### src/rtl/int_ctrl_pkg.sv
// Shared definitions for the interrupt controller: register offsets,
// controller states and the source-count ceiling.
package int_ctrl_pkg;

  localparam int INT_N_MAX = 8;

  localparam logic [2:0] OFF_MASK = 3'd0;
  localparam logic [2:0] OFF_PEND = 3'd1;
  localparam logic [2:0] OFF_EDGE = 3'd2;
  localparam logic [2:0] OFF_STAT = 3'd3;
  localparam logic [2:0] OFF_EOI  = 3'd4;

  typedef enum logic [1:0] {
    IDLE,
    REQ,
    SVC
  } state_t;

endpackage

### src/rtl/int_prio_enc.sv
// Fixed-priority encoder: lowest set index of cand wins; any flags a candidate.
module int_prio_enc
  import int_ctrl_pkg::*;
#(
  parameter int N = 4
) (
  input  logic [N-1:0] cand,
  output logic         any,
  output logic [2:0]   id
);

  always_comb begin
    any = 1'b0;
    id  = 3'd0;
    // Scan downward so the lowest index is the last (winning) assignment.
    for (int i = N - 1; i >= 0; i--) begin
      if (cand[i]) begin
        any = 1'b1;
        id  = 3'(i);
      end
    end
  end

endmodule

### src/rtl/int_ctrl.sv
// Programmable interrupt controller: per-source level/edge latching, mask,
// fixed priority, request held to ack, in-service until EOI.
//   state | meaning
//   IDLE  | no request outstanding, waiting for an enabled pending source
//   REQ   | int_req high, int_id follows the current winner
//   SVC   | handler running, new requests stay pending until EOI
module int_ctrl
  import int_ctrl_pkg::*;
#(
  parameter int N = 4
) (
  input  logic         clk,
  input  logic         reset,
  input  logic [29:0]  Addr,
  input  logic         WE,
  input  logic [31:0]  Din,
  output logic [31:0]  Dout,
  input  logic [N-1:0] irq_in,
  output logic         int_req,
  output logic [2:0]   int_id,
  input  logic         int_ack
);

  state_t       state_q, state_d;
  logic [N-1:0] mask_q, mask_d;
  logic [N-1:0] edge_sel_q, edge_sel_d;
  logic [N-1:0] pend_q, pend_d;
  logic [N-1:0] irq_q;
  logic         int_req_q, int_req_d;
  logic [2:0]   int_id_q, int_id_d;
  logic [2:0]   svc_id_q, svc_id_d;

  logic [2:0]   off;
  logic         wr_mask, wr_pend, wr_edge, wr_eoi;
  logic [N-1:0] cand, ack_clr, w1c, rise;
  logic         any;
  logic [2:0]   win_id;
  logic [2:0]   stat_id;
  logic         unused_ok;

  assign off       = Addr[2:0];
  assign wr_mask   = WE && (off == OFF_MASK);
  assign wr_pend   = WE && (off == OFF_PEND);
  assign wr_edge   = WE && (off == OFF_EDGE);
  assign wr_eoi    = WE && (off == OFF_EOI);
  assign cand      = pend_q & mask_q;
  assign unused_ok = ^{Addr[29:3], Din[31:N]};

  int_prio_enc #(.N(N)) u_prio (
    .cand (cand),
    .any  (any),
    .id   (win_id)
  );

  always_comb begin
    state_d  = state_q;
    int_id_d = int_id_q;
    svc_id_d = svc_id_q;
    ack_clr  = '0;
    unique case (state_q)
      IDLE: begin
        if (any) begin
          state_d  = REQ;
          int_id_d = win_id;
        end
      end
      REQ: begin
        if (!any) begin
          state_d = IDLE;
        end else if (int_ack) begin
          state_d  = SVC;
          svc_id_d = int_id_q;
          ack_clr  = N'(1) << int_id_q;
        end else begin
          int_id_d = win_id;
        end
      end
      SVC: begin
        if (wr_eoi) state_d = IDLE;
      end
      default: state_d = IDLE;
    endcase
    int_req_d = (state_d == REQ);

    // Edge bits: a fresh rising edge beats a same-cycle W1C or ack clear.
    w1c        = wr_pend ? Din[N-1:0] : '0;
    rise       = irq_in & ~irq_q;
    pend_d     = (edge_sel_q & ((pend_q & ~(w1c | ack_clr)) | rise))
               | (~edge_sel_q & irq_in);
    mask_d     = wr_mask ? Din[N-1:0] : mask_q;
    edge_sel_d = wr_edge ? Din[N-1:0] : edge_sel_q;
  end

  always_ff @(posedge clk) begin
    if (reset) begin
      state_q    <= IDLE;
      mask_q     <= '0;
      edge_sel_q <= '0;
      pend_q     <= '0;
      irq_q      <= '0;
      int_req_q  <= 1'b0;
      int_id_q   <= 3'd0;
      svc_id_q   <= 3'd0;
    end else begin
      state_q    <= state_d;
      mask_q     <= mask_d;
      edge_sel_q <= edge_sel_d;
      pend_q     <= pend_d;
      irq_q      <= irq_in;
      int_req_q  <= int_req_d;
      int_id_q   <= int_id_d;
      svc_id_q   <= svc_id_d;
    end
  end

  assign stat_id = (state_q == SVC) ? svc_id_q : int_id_q;

  always_comb begin
    Dout = 32'd0;
    case (off)
      OFF_MASK: Dout = 32'(mask_q);
      OFF_PEND: Dout = 32'(pend_q);
      OFF_EDGE: Dout = 32'(edge_sel_q);
      OFF_STAT: Dout = {28'd0, (state_q == SVC), stat_id};
      default:  Dout = 32'd0;
    endcase
  end

  assign int_req = int_req_q;
  assign int_id  = int_id_q;

endmodule
### config.mk
export PLATFORM = sky130hd
export DESIGN_NAME = int_ctrl
export DESIGN_NICKNAME = d
export VERILOG_FILES = /design/src/rtl/int_ctrl_pkg.sv /design/src/rtl/int_prio_enc.sv /design/src/rtl/int_ctrl.sv
export SDC_FILE = /design/constraint.sdc
export NUM_CORES = 1
export LEC_CHECK = 0
export ABC_CLOCK_PERIOD_IN_PS = 1710
export BUFFER_PORTS_ARGS = -buffer_cell sky130_fd_sc_hd__buf_2
export CORE_AREA = 2 2 64 66
export DETAILED_ROUTE_END_ITERATION = 10
export DIE_AREA = 0 0 66 68
export GPL_TIMING_DRIVEN = 0
export PLACE_DENSITY = 0.86
export SYNTH_ARGS = -nofsm -noshare
export SYNTH_HDL_FRONTEND = slang
export SYNTH_SLANG_ARGS = --single-unit
export TNS_END_PERCENT = 100
### constraint.sdc
create_clock -name clk -period 1.71 [get_ports clk]
set_clock_uncertainty 0.15 [all_clocks]
set_input_delay 0.2565 -clock clk [delete_from_list [all_inputs] [get_ports clk]]
set_output_delay 0.2565 -clock clk [all_outputs]
set_load 0.01 [all_outputs]
Yosys cells after proc, flatten, opt, wreduce, memory -nomap -nowiden --
Cells that the tools add are included. W data, S select, Z words.
Storage, ports and cells: flip-flop bits (word level) 25, bits in latches 0, word-level logic and storage cells 62, memories 0, bits in writable memories 0, output and inout bits 36, bits of input ports 70, bits in read-only memories 0
Operators by class: shift-type cells 1, reductions and logical operators 9, order comparisons 0, mux-type cells 23, equality and inequality tests 10, div/mod/pow operators 0, bitwise gates (word level) 11, add/subtract/negate cells 0, multipliers 0
Operators with widths (count):
- $and A4 B4 Y4 | 5
- $mux W2 | 8
- $mux W4 | 4
- $pmux W4 S4 | 1
- $mux W3 | 4
- $not A4 Y4 | 3
- $or A4 B4 Y4 | 3
- $eq A3 B2 Y1 const B | 2
- $ne A2 B2 Y1 const B | 3
- $pmux W2 S3 | 1
- $pmux W3 S2 | 1
- $eq A2 B1 Y1 const B | 2
- $logic_and A1 B1 Y1 | 4
- $mux W1 | 4
- $reduce_and A4 Y1 | 1
- $shl A1 B3 Y4 const A | 1
- $eq A3 B1 Y1 const B | 1
- $eq A3 B3 Y1 const B | 1
- $logic_not A3 Y1 | 1
- $reduce_and A3 Y1 | 1
- $eq A2 B2 Y1 const B | 1
- $logic_not A2 Y1 | 1
- $reduce_bool A2 Y1 | 1

Logic depth before layout (Yosys ltp) --
Gate-level depths: netlist of the first run.
word-level depth 13, depth in mapped cells 5, mapped depth without buffers 4

Hierarchy --
Synthesis of the first run repeated with hierarchy kept, for this count alone.
Unflattened totals: cell total of the unflattened synthesis 163, area total of the unflattened synthesis 1485.2 um^2
By module, submodules not included:
- int_ctrl | times used 1, area each 1438.9 um^2, cells an instance 154, sequential area each 500.5 um^2
- int_prio_enc | times used 1, area each 46.3 um^2, cells an instance 9, sequential area each 0.0 um^2

Worst setup path after synthesis of the first run --
Ideal clock, no wire load.
kind reg2out, start point register state_q[0], end point output port Dout[0], arrival 1.374 ns, path buffers 0, path slack -0.071 ns, required time 1.304 ns, stages on the path, launching flop included 5, cell sequence dfxtp_1 > nand2b_4 > mux2_4 > mux4_2 > nor2b_1
On the way: cells in the longest elaborated chain, start to end 3
Ends and longest elaborated chain:
- from (decl) | line int_ctrl.sv:24 | state_t state_q, state_d;
- from (signal assigned) | line int_ctrl.sv:105 | state_q <= state_d;
- $eq A2 B2 Y1 | line int_ctrl.sv:116 | assign stat_id = (state_q == SVC) ? svc_id_q : int_id_q;
- $mux W3 | line int_ctrl.sv:116
- $pmux W4 S4 | line int_ctrl.sv:120 | case (off)
- to (decl) | line int_ctrl.sv:17 | output logic [31:0] Dout,
Every way passes these cells.

Worst setup path in the final report of the first run --
start point register state_q[0], end point output port Dout[1]
Same word-level chain as after synthesis.

==> metrics.cfg, run 1 <==
[run_status]
outcome=complete, but fails checks
violations=setup timing

[synthesis]
synth_cells=143
ys_types=27
seq_area_frac_synth=0.355
synthesis.area_um2=1300
ys_ff_latch=23
post_synth.cell_area_avg_um2=9.07
yosysWarnings=0

[setup_path]
reg2reg_slack_ns=0.12
cpLargestDelayFamily=multiplexers
cp.required_ns=1.30
ff2ff_path_depth=4
endpoint_kind=output port
worst_r2r_endpoint=svc_id_q[0]$_SDFFE_PP0P_
worstSetupStartpointType=flip-flop
path_buf_inv=1
critPathMaxFanout=3
worstPathArrival_ns=1.78
rr_startpoint=pend_q[3]$_SDFF_PP0_
crit_slowest_cell=mux4_2
max_stage_delay_ns=0.48
crit_chain=nand2b_4, mux2_4, mux4_2, nor2b_4, buf_6
path_class=reg2out

[clocking]
clk_pin_slew_ns=0.08
h-tree-depth=1
cts.sinks=23
cts_hold_buf=0
cts_tree=built
clk-insertion-delay-late_ns=0.26
cts_buffer_depth=2
cts_buffers=3
cts_root_buffer=clkbuf_8

[floorplan]
die_h_um=68
fp-row-count=23
core_area_um2=3860
io_pins=106
start_util=0.336
die_w_um=66
die_area_um2=4490

[grt]
grt_antenna_before_repair=0
grt_max_degree=13
grt_pass1_wl_mm=4.30
grt-ovfl-total=0
track_usage=0.128
grt_pass1_vias=927

[power]
peakVddDrop_v=0.000303
p_switching_mw=0.264
combPwrFrac=0.158
total_leakage_power_nw=0.765
power_mw=1.07
clkPwrFrac=0.314
p_int_mw=0.801
share_seq_of_total_power=0.529
powerDensity_nw_per_um2=643
p_sw_frac=0.248

[sta]
fmax_mhz=457
finalCritPeriodShare=1.28
max_slew.worst_pin.slew_ns=0.544
slew_viol_final=0
postLayoutSetupSlackWorst_ns=-0.477
setup_viol=3
final_hold_viol_count=0
rsz0062_at_grt=true
min_period_ns=2.19
relSlewSlack=0.635
fin_setup_tns_ns=-1.36

[cells_and_area]
final_nets=268
drive_gt1_frac=0.350
syn2layout_area_growth_pct=27.8
num_antenna_cells=0

[placed_design]
placement.io_buffers=19
gp_congestion=0.844
dp_hpwl_mm=2.09

[routing]
routed_via_density=4.24
drtPass1Iterations=4
first_iter_violations=30
wl_mm=2.69
ant_nets=0
wl_per_cell_um=10.9
drc=0
via_count=1048

[hold_path]
min_path_type=in2reg
min-delay-start=reset
hold_depth=2
hold_end=irq_q[0]$_SDFF_PP0_

[run]
cap_viol_max_count=0

[cell usage in the layout, fill, tap and decap left out]
master      n
buf_4      32
conb_1     29
dfxtp_1    21
buf_2      19
nand2_1    16
nor2_1     15
mux2i_1    11
nor2b_1     5
a211o_1     5
o21ai_1     5
a21oi_1     4
mux4_2      3
inv_1       3
clkbuf_1    3
clkbuf_8    3
mux2_4      2
nor2b_4     2
a22o_1      2
nor3_1      2
nor3b_1     2
buf_6       2
dfxtp_2     2
nand2b_4    1
a31oi_1     1
nand2b_1    1
nor3b_2     1
a211oi_1    1
o2111ai_2   1
o31ai_1     1
nor3_2      1
a32oi_1     1
[sequential cells by signal, indices dropped and copies added, names as in the netlist]
register    flops
int_id          2
edge_sel_q      4
int_req         1
irq_q           4
mask_q          4
state_q         2
svc_id_q        2
pend_q          4
[timing repair]
action | 4_1_cts | 5_1_grt
gates resized for setup | 3 | 0
buffers inserted | 2 | 1
hold endpoints to repair | 0 | 0
setup endpoints to repair | 3 | 3
pin swaps | 0 | 0
[metrics by stage]
step | area (µm²) | utilization | setup slack (ns) | hold WS, ns | instances
3_5_place_dp | 1580 | 0.409 | -0.235 | 0.317 | 240
5_1_grt | 1660 | 0.430 | -0.535 | 0.0871 | 247
3_3_place_gp | 1580 | 0.409 | -0.202 | 0.311 | 240
2_1_floorplan | 1420 | - | -0.0270 | 0.190 | 171
6_report | 1660 | 0.430 | -0.477 | 0.0789 | 247
4_1_cts | 1650 | 0.428 | -0.493 | 0.0757 | 246
[Yosys cell counts]
master     instances  area, µm²
a211oi_1           1       7.51
a32oi_1            1       8.76
buf_4             29        218
nor3b_2            1       12.5
nor3_1             2       10.0
a21oi_1            4       20.0
clkbuf_1           2       7.51
o21ai_1            5       25.0
o31ai_1            1       7.51
mux4_2             3       67.6
nand2b_1           1       6.26
a22o_1             2       17.5
nor3b_1            2       15.0
nand2b_4           1       13.8
mux2_4             2       30.0
buf_2              2       10.0
inv_1              3       11.3
a31oi_1            1       6.26
nor3_2             1       10.0
nor2b_1            7       43.8
conb_1             1       3.75
o2111ai_2          1       15.0
a211o_1            5       43.8
nand2_1           16       60.1
nor2_1            15       56.3
mux2i_1           11        110
dfxtp_1           23        460
[power by group through the flow]
stage | clock, mW | combinational, mW | sequential [mW]
after global routing | 0.366 | 0.187 | 0.566
after CTS | 0.341 | 0.166 | 0.563
final | 0.334 | 0.168 | 0.563
after detailed placement | 0 | 0.163 | 0.575
after global placement | 0 | 0.161 | 0.574
after floorplan | 0 | 0.129 | 0.572
[cell families (layout without fill, tap and decap cells)]
logic type / after synthesis / count (layout) / synth area share
buf+inv: 36 / 62 / 0.190
other cells: 1 / 29 / 0.00289
mux: 16 / 16 / 0.160
compound gates: 21 / 21 / 0.117
flops: 23 / 23 / 0.355
simple gates: 46 / 46 / 0.175
[worst max path at each step]
stage | startpoint | end | slack [ns] | cells past startpoint
2_1_floorplan | state_q[0]$_SDFF_PP0_ | Dout[0] | -0.03 | 4
3_3_place_gp | state_q[0]$_SDFF_PP0_ | Dout[1] | -0.20 | 5
3_5_place_dp | state_q[0]$_SDFF_PP0_ | Dout[0] | -0.24 | 5
4_1_cts | state_q[0]$_SDFF_PP0_ | Dout[0] | -0.49 | 5
5_1_grt | state_q[0]$_SDFF_PP0_ | Dout[0] | -0.53 | 5
6_report | state_q[0]$_SDFF_PP0_ | Dout[1] | -0.48 | 5
[layer usage]
layer / global-route usage / part of all wire / routed length, µm
met2: 0.203 / 0.47 / 1260
met5: 0 / 0 / 0
met1: 0.166 / 0.44 / 1180
met4: 0.0689 / 0.026 / 70
met3: 0.0230 / 0.065 / 175
[layout make-up]
| cell class | instances | area, µm² |
|---|---|---|
| plain buffers | 33 | 235 |
| clock buffers | 4 | 45.0 |
| fillers | 403 | 2200 |
| inverters | 3 | 11.3 |
| multi-input cells | 112 | 711 |
| flip-flops and latches | 23 | 463 |
| well taps | 50 | 62.6 |
| repair buffers | 22 | 130 |
Note: power is estimated with default switching activity, not from simulation.
==> run 2, diff against run 1 <==
Settings changed: CTS_BUF_LIST set to sky130_fd_sc_hd__clkbuf_4 sky130_fd_sc_hd__clkbuf_8 sky130_fd_sc_hd__clkbuf_16.
==> run 2 against run 1 <==
Effect of this change: the flow still finishes with violations (setup timing); clock power up 5%; largest power group unchanged; critical endpoint unchanged; sequential cell count unchanged; sequential power about the same.
==> metrics.cfg, run 2 (synthesis results as in run 1) <==
[setup_path]
worstPathArrival_ns=1.78
worst_r2r_endpoint=svc_id_q[0]$_SDFFE_PP0P_
critPathMaxFanout=3
endpoint_kind=output port
ff2ff_path_depth=4
cp.required_ns=1.30
crit_start=state_q[0]$_SDFF_PP0_
path_class=reg2out
rr_startpoint=pend_q[1]$_SDFF_PP0_
worstSetupStartpointType=flip-flop
reg2reg_slack_ns=0.13

[grt]
grt_pass1_wl_mm=4.31
track_usage=0.129
grt_pass1_vias=932
grt_max_degree=13
grt_antenna_before_repair=0
grt-ovfl-total=0

[floorplan]
die_area_um2=4490
io_pins=106
start_util=0.336
fp-row-count=23
die_w_um=66
die_h_um=68
core_area_um2=3860

[cells_and_area]
syn2layout_area_growth_pct=28.1
final_cell_mix=32 x buf_4, 29 x conb_1, 21 x dfxtp_1
drive_gt1_frac=0.355
fin_cells=247
stdcell_area_um2=1660
nFillCells=402
mostFrequentLayoutCell=buf_4
final_nets=268
num_antenna_cells=0

[hold_path]
hold_depth=2
min-delay-start=reset
min_path_type=in2reg
hold_end=irq_q[0]$_SDFF_PP0_

[placed_design]
place_inst=240
dpl_cell_area_um2=1580
gp_congestion=0.844
dp_hpwl_mm=2.09
placement.io_buffers=19

[sta]
rsz0062_at_grt=true
max_slew.worst_pin.slew_ns=0.543
fmax_mhz=457
hold_ws_ns=0.0785
min_period_ns=2.19
final_hold_viol_count=0
setup_viol=3
relSlewSlack=0.635
finalCritPeriodShare=1.28
fin_setup_tns_ns=-1.36
slew_viol_final=0
postLayoutSetupSlackWorst_ns=-0.478

[run_status]
outcome=complete, but fails checks
violations=setup timing

[routing]
via_count=1041
ant_nets=0
routed_via_density=4.21
wl_mm=2.66
drc=0
first_iter_violations=32
drtPass1Iterations=4
wl_per_cell_um=10.8

[clocking]
clk_pin_slew_ns=0.08
cts_buffers=3
cts.sinks=23
h-tree-depth=1
cts_root_buffer=clkbuf_8
cts_tree=built
clk-insertion-delay-late_ns=0.26
cts_buffer_depth=2

[power]
total_leakage_power_nw=0.768
peakVddDrop_v=0.000304
powerDensity_nw_per_um2=651

[run]
cap_viol_max_count=0

run 2: cell counts in the layout (fill, tap and decap cells not counted):
No cell type changed its count.
run 2: timing repair:
| item | in CTS | in global routing |
|---|---|---|
| endpoints found under the setup margin | 3 | 3 |
| gates resized for setup | 3 | 0 |
| buffers inserted | 2 | 1 |
| hold buffers | 0 | 0 |
| pin swaps | 0 | 0 |
run 2: metrics by stage:
| stage | power (mW) | worst slack (ns) | utilization |
|---|---|---|---|
| final | 1.08 | -0.478 | 0.431 |
| after global routing | 1.13 | -0.534 | 0.431 |
| after CTS | 1.09 | -0.495 | 0.429 |
| after detailed placement | 0.739 | -0.235 | 0.409 |
| after global placement | 0.736 | -0.202 | 0.409 |
| after floorplan | 0.701 | -0.0270 | - |
run 2: layer usage:
metal  part of all wire  vias up  GRT usage
met2               0.47       32      0.202
met1               0.44      464      0.169
met5                  0        -          0
li1                   -      538          -
met3              0.060        7     0.0230
met4              0.024        0     0.0689
run 2: worst max-delay path by stage:
stage                    to  depth (start not counted)  slack [ns]
floorplan           Dout[0]                          4       -0.03
global placement    Dout[1]                          5       -0.20
detailed placement  Dout[0]                          5       -0.24
CTS                 Dout[0]                          5       -0.50
global route        Dout[0]                          5       -0.53
finish              Dout[1]                          5       -0.48
run 2: power breakdown:
part           switching [mW]  internal (mW)  total (mW)
sequential             0.0123          0.551       0.563
clock                   0.169          0.182       0.351
combinational          0.0842         0.0838       0.168
total                   0.265          0.817        1.08
run 2: final cells by class:
class / instances / area [µm²] / share of cell area
tap: 50 / 62.6 / 0.0377
buffer: 33 / 235 / 0.142
multi-input combinational: 112 / 711 / 0.428
inverter: 3 / 11.3 / 0.00678
clock buffer: 4 / 48.8 / 0.0294
sequential: 23 / 463 / 0.279
timing repair buffer: 22 / 130 / 0.0783
run 2: worst max-delay path, cell delays in order (launching register included):
cell	delay, ns
dfxtp_2	0.32
nand2b_4	0.15
mux2_4	0.30
mux4_2	0.48
nor2b_4	0.14
buf_6	0.11
==> run 3, diff against run 2 <==
Settings changed: PLACE_DENSITY 0.86 to 0.73.
==> run 3 against run 2 <==
Effect of this change: the run still ends with setup timing left; non-clock buffer count stayed put; die area unchanged; sequential power about the same; worst hold slack improved by 0.0035 ns; routed wire length shrank 4.6%; total power grew 0.33%; global-route usage is 1.1 points lower; sequential cell count unchanged; via count shrank 3.8%; worst setup slack lost 0.019 ns; critical endpoint unchanged; largest cell class unchanged; highest routed layer unchanged.
==> metrics.cfg, run 3 (synthesis results as in run 1) <==
[cells_and_area]
nFillCells=418
multi_input_area_um2=711
final_util=0.432
drive_gt1_frac=0.360
num_antenna_cells=0
final_cell_mix=31 x buf_4, 29 x conb_1, 21 x dfxtp_1
stdcell_area_um2=1670
regArea_um2=463
syn2layout_area_growth_pct=28.4
final_nets=268
mostFrequentLayoutCell=buf_4

[setup_path]
endpoint_kind=output port
worstPathArrival_ns=1.80
crit_chain=nand2b_4, mux2_4, mux4_2, nor2b_4, buf_6
max_stage_delay_ns=0.49
worstSetupStartpointType=flip-flop
critPathMaxFanout=3
path_class=reg2out
cp.required_ns=1.30
crit_slowest_cell=mux4_2

[clocking]
h-tree-depth=1
clk-insertion-delay-late_ns=0.27
cts_root_buffer=clkbuf_8
clk_pin_slew_ns=0.08
cts_tree=built
cts_buffer_depth=2
cts_buffers=3
cts.sinks=23

[sta]
postLayoutSetupSlackWorst_ns=-0.498
max_slew.worst_pin.slew_ns=0.552
setup_viol=3
min_period_ns=2.21
final_hold_viol_count=0
rsz0062_at_grt=true
fmax_mhz=453
relSlewSlack=0.631
finalCritPeriodShare=1.29
slew_viol_final=0

[run_status]
violations=setup timing
outcome=complete, but fails checks

[routing]
drc=0
top_layer=met4
drtPass1Iterations=4
drt-met1-wl_mm=1.21
wl_per_cell_um=10.3
ant_nets=0
first_iter_violations=15
via_count=1001
dr_wl_met2_mm=1.12
routed-wl-met3_um=157
wl_mm=2.54
routed_via_density=4.05

[floorplan]
io_pins=106
start_util=0.336
die_w_um=66
core_area_um2=3860
die_h_um=68
fp-row-count=23
die_area_um2=4490

[placed_design]
placement.io_buffers=19
dpl_cell_area_um2=1580
gp_congestion=0.781
dp_hpwl_mm=1.98

[grt]
grt-ovfl-total=0
grt_pass1_wl_mm=3.97
grt_antenna_before_repair=0
grt_max_degree=13
grt_pass1_vias=842
track_usage=0.118

[power]
power_mw=1.09
peakVddDrop_v=0.000250
total_leakage_power_nw=0.767
powerDensity_nw_per_um2=652

[hold_path]
min_path_type=in2reg

[run]
cap_viol_max_count=0

## run 3: power breakdown
group	internal [mW]	leakage [nW]	switching, mW	total, mW
registers	0.551	0.189	0.0120	0.563
clock network	0.182	0.0262	0.174	0.356
logic	0.0838	0.552	0.0829	0.167
total	0.817	0.767	0.269	1.09
## run 3: path summary, 6_finish.rpt
| check | slack [ns] | depth (start not counted) | from | end |
|---|---|---|---|---|
| max | -0.50 | 5 | state_q[0]$_SDFF_PP0_ | Dout[1] |
| min | 0.08 | 2 | reset | irq_q[0]$_SDFF_PP0_ |
| max reg2reg | 0.11 | 4 | pend_q[1]$_SDFF_PP0_ | svc_id_q[0]$_SDFFE_PP0P_ |
| min reg2reg | 0.34 | 3 | irq_q[0]$_SDFF_PP0_ | pend_q[0]$_SDFF_PP0_ |
## run 3: layout make-up
class / count / share of cell area
well taps: 50 / 0.0376
repair buffers: 22 / 0.0804
flip-flops and latches: 23 / 0.278
inverters: 3 / 0.00676
plain buffers: 33 / 0.141
multi-input cells: 112 / 0.427
clock buffers: 4 / 0.0293
## run 3: metrics by stage
stage / hold slack [ns] / TNS, ns / instances / worst slack, ns
finish: 0.0819 / -1.37 / 247 / -0.498
global placement: 0.314 / -0.397 / 240 / -0.201
detailed placement: 0.314 / -0.435 / 240 / -0.232
floorplan: 0.190 / -0.0540 / 171 / -0.0270
global route: 0.0915 / -1.53 / 247 / -0.546
CTS: 0.0805 / -1.26 / 246 / -0.493
## run 3: repair_timing
item	in CTS	in global routing
gates resized for setup	4	1
setup endpoints to repair	3	3
buffers inserted	2	1
hold buffers	0	0
## run 3: worst max-delay path, delay by kind of cell, from the launching register on
| kind | cells | cell delay, ns |
|---|---|---|
| buffers and inverters | 1 | 0.11 |
| flip-flops | 1 | 0.33 |
| multiplexers | 2 | 0.80 |
| AND/OR/NAND/NOR | 2 | 0.29 |
## run 3: layer usage
metal,up-vias,global-route usage
met1,426,0.160
met2,34,0.179
met4,0,0.0612
met3,5,0.0230
met5,-,0
li1,536,-
